===== config.mk =====
export PLATFORM = sky130hd
export DESIGN_NAME = stage_sequencer
export DESIGN_NICKNAME = d
export VERILOG_FILES = /design/src/rtl/stage_sequencer.sv
export SDC_FILE = /design/constraint.sdc
export NUM_CORES = 1
export LEC_CHECK = 0
export BUFFER_PORTS_ARGS = -buffer_cell sky130_fd_sc_hd__buf_2
export CAP_MARGIN = 15
export CORE_ASPECT_RATIO = 0.5
export CORE_MARGIN = 2
export CORE_UTILIZATION = 50
export DETAILED_ROUTE_END_ITERATION = 12
export PLACE_DENSITY = 0.75
export SLEW_MARGIN = 20
export SYNTH_ARGS = -nofsm -noshare
export SYNTH_HDL_FRONTEND = slang
export SYNTH_SLANG_ARGS = --single-unit

===== constraint.sdc =====
create_clock -name clk -period 7.76 [get_ports clk]
set_input_delay 0.388 -clock clk [delete_from_list [all_inputs] [get_ports clk]]
set_output_delay 0.388 -clock clk [all_outputs]
set_load 0.03 [all_outputs]

===== src/rtl/stage_sequencer.sv =====
// Multicycle stage sequencer: walks each instruction through fetch..writeback,
// owns the PC and retire counter, and traps into FAULT when a stage stalls too long.
module stage_sequencer #(
    parameter logic [31:0] RESET_PC      = 32'h0000_0000,
    parameter int unsigned STALL_TIMEOUT = 15
) (
    input  logic        clk,
    input  logic        reset,
    input  logic        run,
    output logic [4:0]  stage_ready,
    input  logic [4:0]  stage_done,
    input  logic        cond_pass,
    input  logic        skip_mem,
    input  logic        branch_taken,
    input  logic [31:0] branch_target,
    output logic [31:0] pc,
    output logic [7:0]  instruction_stage,
    output logic [31:0] inst_count,
    output logic        fault
);
    typedef enum logic [2:0] {
        S_IDLE,
        S_FETCH,
        S_DECODE,
        S_EXECUTE,
        S_MEMORY,
        S_WRITEBACK,
        S_FAULT
    } state_t;

    localparam logic [7:0] LIMIT = 8'(STALL_TIMEOUT);

    state_t      state_reg, state_next;
    logic [31:0] pc_reg;
    logic [31:0] count_reg;
    logic        br_reg;
    logic [31:0] tgt_reg;
    logic [7:0]  wdog_reg;

    logic        retire;
    logic        ex_done;
    logic        in_stage;
    logic        active_done;

    always_comb begin
        state_next        = state_reg;
        retire            = 1'b0;
        ex_done           = 1'b0;
        in_stage          = 1'b0;
        active_done       = 1'b0;
        stage_ready       = 5'b00000;
        instruction_stage = 8'h00;
        case (state_reg)
            S_IDLE: begin
                if (run) state_next = S_FETCH;
            end
            S_FETCH: begin
                stage_ready       = 5'b00001;
                instruction_stage = 8'h01;
                in_stage          = 1'b1;
                active_done       = stage_done[0];
                if (active_done) state_next = S_DECODE;
            end
            S_DECODE: begin
                stage_ready       = 5'b00010;
                instruction_stage = 8'h02;
                in_stage          = 1'b1;
                active_done       = stage_done[1];
                if (active_done) state_next = S_EXECUTE;
            end
            S_EXECUTE: begin
                stage_ready       = 5'b00100;
                instruction_stage = 8'h03;
                in_stage          = 1'b1;
                active_done       = stage_done[2];
                if (active_done) begin
                    ex_done = 1'b1;
                    // A failed condition retires here as an annulled instruction.
                    if (!cond_pass) begin
                        retire     = 1'b1;
                        state_next = run ? S_FETCH : S_IDLE;
                    end else if (skip_mem) begin
                        state_next = S_WRITEBACK;
                    end else begin
                        state_next = S_MEMORY;
                    end
                end
            end
            S_MEMORY: begin
                stage_ready       = 5'b01000;
                instruction_stage = 8'h04;
                in_stage          = 1'b1;
                active_done       = stage_done[3];
                if (active_done) state_next = S_WRITEBACK;
            end
            S_WRITEBACK: begin
                stage_ready       = 5'b10000;
                instruction_stage = 8'h05;
                in_stage          = 1'b1;
                active_done       = stage_done[4];
                if (active_done) begin
                    retire     = 1'b1;
                    state_next = run ? S_FETCH : S_IDLE;
                end
            end
            S_FAULT: begin
                instruction_stage = 8'hFF;
            end
            default: begin
                state_next = S_IDLE;
            end
        endcase
        // Done arriving in the limit cycle still wins over the watchdog.
        if (in_stage && !active_done && wdog_reg == LIMIT)
            state_next = S_FAULT;
    end

    always_ff @(posedge clk or posedge reset) begin
        if (reset) begin
            state_reg <= S_IDLE;
            pc_reg    <= RESET_PC;
            count_reg <= 32'd0;
            br_reg    <= 1'b0;
            tgt_reg   <= 32'd0;
            wdog_reg  <= 8'd0;
        end else begin
            state_reg <= state_next;
            if (state_next != state_reg)
                wdog_reg <= 8'd0;
            else if (in_stage && !active_done)
                wdog_reg <= wdog_reg + 8'd1;
            if (retire) begin
                // Only a writeback retire can carry a taken branch.
                pc_reg    <= (state_reg == S_WRITEBACK && br_reg) ? tgt_reg : pc_reg + 32'd4;
                count_reg <= count_reg + 32'd1;
                br_reg    <= 1'b0;
            end else if (ex_done) begin
                br_reg  <= branch_taken & cond_pass;
                tgt_reg <= branch_target & ~32'h0000_0003;
            end
        end
    end

    assign pc         = pc_reg;
    assign inst_count = count_reg;
    assign fault      = (state_reg == S_FAULT);
endmodule


==> flow_metrics.env <==
export IMPL_path_clk_slew_ns=0.07
export IMPL_gp_congestion=0.807
export IMPL_drive_above_1_share_pct=21.7
export IMPL_synth_edf_count=0
export IMPL_rr_startpoint="state_reg[2]$_DFF_PP0_"
export IMPL_ios=121
export IMPL_grt_ovfl_total=0
export IMPL_p_sw_uw=219
export IMPL_power_share_combinational_pct=2.3
export IMPL_rr_worst_depth=6
export IMPL_first_iter_violations=286
export IMPL_antenna_found_initial=0
export IMPL_grt_total_usage_pct=23.0
export IMPL_portBuffers=116
export IMPL_firstDrtPassIters=5
export IMPL_ir_drop_mv=0.0932
export IMPL_grt_pass1_vias=4364
export IMPL_r2r_setup_slack_ns=4.88
export IMPL_antenna_cells=0
export IMPL_power_frac_seq_pct=51.0
export IMPL_cts_hold_buf=0
export IMPL_cts_inserted_buffers=9
export IMPL_start_kind="register"
export IMPL_leakagePower_nw=3.16
export IMPL_clock_latency_ns=0.35
export IMPL_relSlewSlack_pct=30.0
export IMPL_syn_area_per_cell_um2=9.04
export IMPL_rsz0062_at_grt="no"
export IMPL_fin_skew_ns=0.00731
export IMPL_initial_utilization_pct=51.8
export IMPL_async_flop_share_pct=100
export IMPL_num_fill_cells=902
export IMPL_min_period_over_period_pct=37.1
export IMPL_hold_viol=0
export IMPL_setup_slack_ns=4.88
export IMPL_layout_nets=731
export IMPL_power_internal_uw=843
export IMPL_synth_area_mm2=0.00534
export IMPL_worstPathArrival_ns=3.09
export IMPL_cts_max_path_buffers=2
export IMPL_cts_sinks=104
export IMPL_status="finished clean"
export IMPL_cts_root_buffer="clkbuf_16"
export IMPL_powerDensity_mw_per_mm2=169
export IMPL_dp_hpwl_um=8280
export IMPL_die_y_um=77.1
export IMPL_post_route_min_period_ns=2.88
export IMPL_swShare_pct=20.6
export IMPL_worstPathCellList="nor2b_1 -> nand4_1 -> buf_4 -> clkinv_1 -> a22oi_1 -> a31oi_1"
export IMPL_cp_data_required_time_ns=7.97
export IMPL_setup_tns_ns=0
export IMPL_place_ws_ns=5.11
export IMPL_max_freq_mhz=347
export IMPL_area_growth_pct=17.9
export IMPL_worstMarginPinSlew_ns=1.05
export IMPL_postRouteAntennaNets=0
export IMPL_grt_pass1_wl_um=21500
export IMPL_core_mm2=0.0103
export IMPL_cts_setup_buffers=0
export IMPL_syn_inst=591
export IMPL_final_max_slew_viol_count=0
export IMPL_yosys_warnings=0
export IMPL_wl_um=12400
export IMPL_worstSetupEndpointType="register"
export IMPL_grt_max_degree=74
export IMPL_cts_resized=0
export IMPL_drc_errors=0
export IMPL_cts_max_level=3
export IMPL_synth_seq_cells=104
export IMPL_hold_path_class="in -> async"
export IMPL_cts_tree="yes"
export IMPL_cpMaxStageDelayCell="clkinv_1"
export IMPL_die_area_mm2=0.0116
export IMPL_path_class="reg -> reg"
export IMPL_cap_violations=0
export IMPL_crit_fanout=32
export IMPL_yosysUniqueCellTypes=56
export IMPL_vias=4619
export IMPL_clkPwrFrac_pct=46.7
export IMPL_setup_violations=0
export IMPL_yosysSeqAreaShare_pct=48.7
export IMPL_cpPeakStageDelay_ns=0.84
export IMPL_viasPerCell=5.57
export IMPL_largest_register_ffs=32
export IMPL_rows=26
export IMPL_synth_ff_type="dfrtp_1"
export IMPL_post_drt_wl_per_cell_um=14.9
export IMPL_rr_endpoint="state_reg[0]$_DFF_PP0_"
export IMPL_die_x_um=150
==> through the flow <==
| stage | util [%] | instances | hold slack, ns | total power, mW | instance area [µm²] |
|---|---|---|---|---|---|
| after floorplan | - | 592 | 0.437 | 0.564 | 5350 |
| after global placement | 57.9 | 814 | 0.455 | 0.577 | 5970 |
| after detailed placement | 57.9 | 814 | 0.458 | 0.577 | 5970 |
| after CTS | 61.1 | 830 | 0.116 | 1.07 | 6300 |
| after global routing | 61.1 | 830 | 0.137 | 1.10 | 6300 |
| final | 61.1 | 830 | 0.0928 | 1.06 | 6300 |
==> worst max-delay path, delay by kind of cell (launching register included) <==
family	cells	cell delay (ns)
simple gates	2	0.27
compound gates	2	0.56
flops	1	0.73
buf+inv	2	1.18
==> cell families (layout without fill, tap and decap cells) <==
kind of cell / Yosys count / count (layout) / share of synthesized area, %
AO/OA/AOI/OAI: 127 / 127 / 15.0
XOR/XNOR: 33 / 33 / 5.41
other: 1 / 2 / 0.0702
AND/OR/NAND/NOR: 276 / 276 / 25.7
buffers and inverters: 44 / 142 / 3.82
multiplexers: 3 / 3 / 0.562
adder cells (fa/ha/maj): 3 / 3 / 0.703
flip-flops: 104 / 104 / 48.7
==> cell usage in the layout, fill, tap and decap left out, types with 2 or more instances in the layout <==
cell / count
a211o_1: 3
a21o_1: 3
a21oi_1: 47
a2bb2oi_1: 14
a311oi_1: 2
a31oi_1: 4
and2_1: 9
and3_1: 12
and4_1: 5
buf_2: 116
buf_4: 4
bufinv_16: 2
clkbuf_16: 9
clkinv_1: 2
conb_1: 2
dfrtp_1: 104
ha_1: 3
inv_1: 3
inv_6: 2
mux2i_1: 3
nand2_1: 136
nand2b_1: 4
nand3_1: 31
nand4_1: 19
nor2_1: 24
nor2b_1: 2
nor3_1: 10
nor3b_1: 3
o21a_1: 2
o21ai_0: 20
o22a_1: 2
o22ai_1: 16
o31ai_1: 4
or3_1: 5
or4_1: 4
xnor2_1: 23
xor2_1: 10
==> Yosys cell counts (12+ instances only) <==
library cell / count / area [µm²]
a21oi_1: 48 / 240
o22ai_1: 16 / 100
nand3_1: 32 / 160
a2bb2oi_1: 14 / 123
o21ai_0: 20 / 100
nand4_1: 19 / 119
clkbuf_1: 22 / 82.6
and3_1: 12 / 75.1
dfrtp_1: 104 / 2600
xnor2_1: 23 / 201
nor2_1: 24 / 90.1
nand2_1: 136 / 510
==> layer usage <==
layer  global-route usage (%)  share of wire, %  vias up
li1                         -                 -     2265
met1                     31.0                47     2251
met2                     37.6                49       91
met3                     5.48               3.7       12
met4                     5.57              0.95        0
met5                        0                 0        -
==> power groups by stage <==
stage          sequential [mW]  clock (mW)  combinational [mW]
6_report                 0.542       0.496              0.0242
5_1_grt                  0.541       0.532              0.0284
4_1_cts                  0.542       0.507              0.0252
3_5_place_dp             0.552           0              0.0251
3_3_place_gp             0.552           0              0.0248
2_1_floorplan            0.552           0              0.0113
==> final cells by class <==
class / count / area, µm² / area share (%)
repair buffers: 120 / 611 / 9.70
clock inverters: 6 / 90.1 / 1.43
well taps: 140 / 175 / 2.78
multi-input cells: 444 / 2550 / 40.6
inverters: 6 / 25.0 / 0.397
flip-flops and latches: 104 / 2600 / 41.3
clock buffers: 10 / 239 / 3.79
==> how the worst max path moves through the flow <==
| stage | slack (ns) | endpoint | start |
|---|---|---|---|
| floorplan | 4.64 | br_reg$_DFFE_PP0P_ | reset |
| global placement | 5.13 | state_reg[0]$_DFF_PP0_ | state_reg[0]$_DFF_PP0_ |
| detailed placement | 5.11 | state_reg[0]$_DFF_PP0_ | state_reg[0]$_DFF_PP0_ |
| CTS | 5.08 | state_reg[0]$_DFF_PP0_ | state_reg[0]$_DFF_PP0_ |
| global route | 4.45 | state_reg[0]$_DFF_PP0_ | state_reg[2]$_DFF_PP0_ |
| finish | 4.88 | state_reg[0]$_DFF_PP0_ | state_reg[2]$_DFF_PP0_ |
Power figures use the tool's default switching activity.
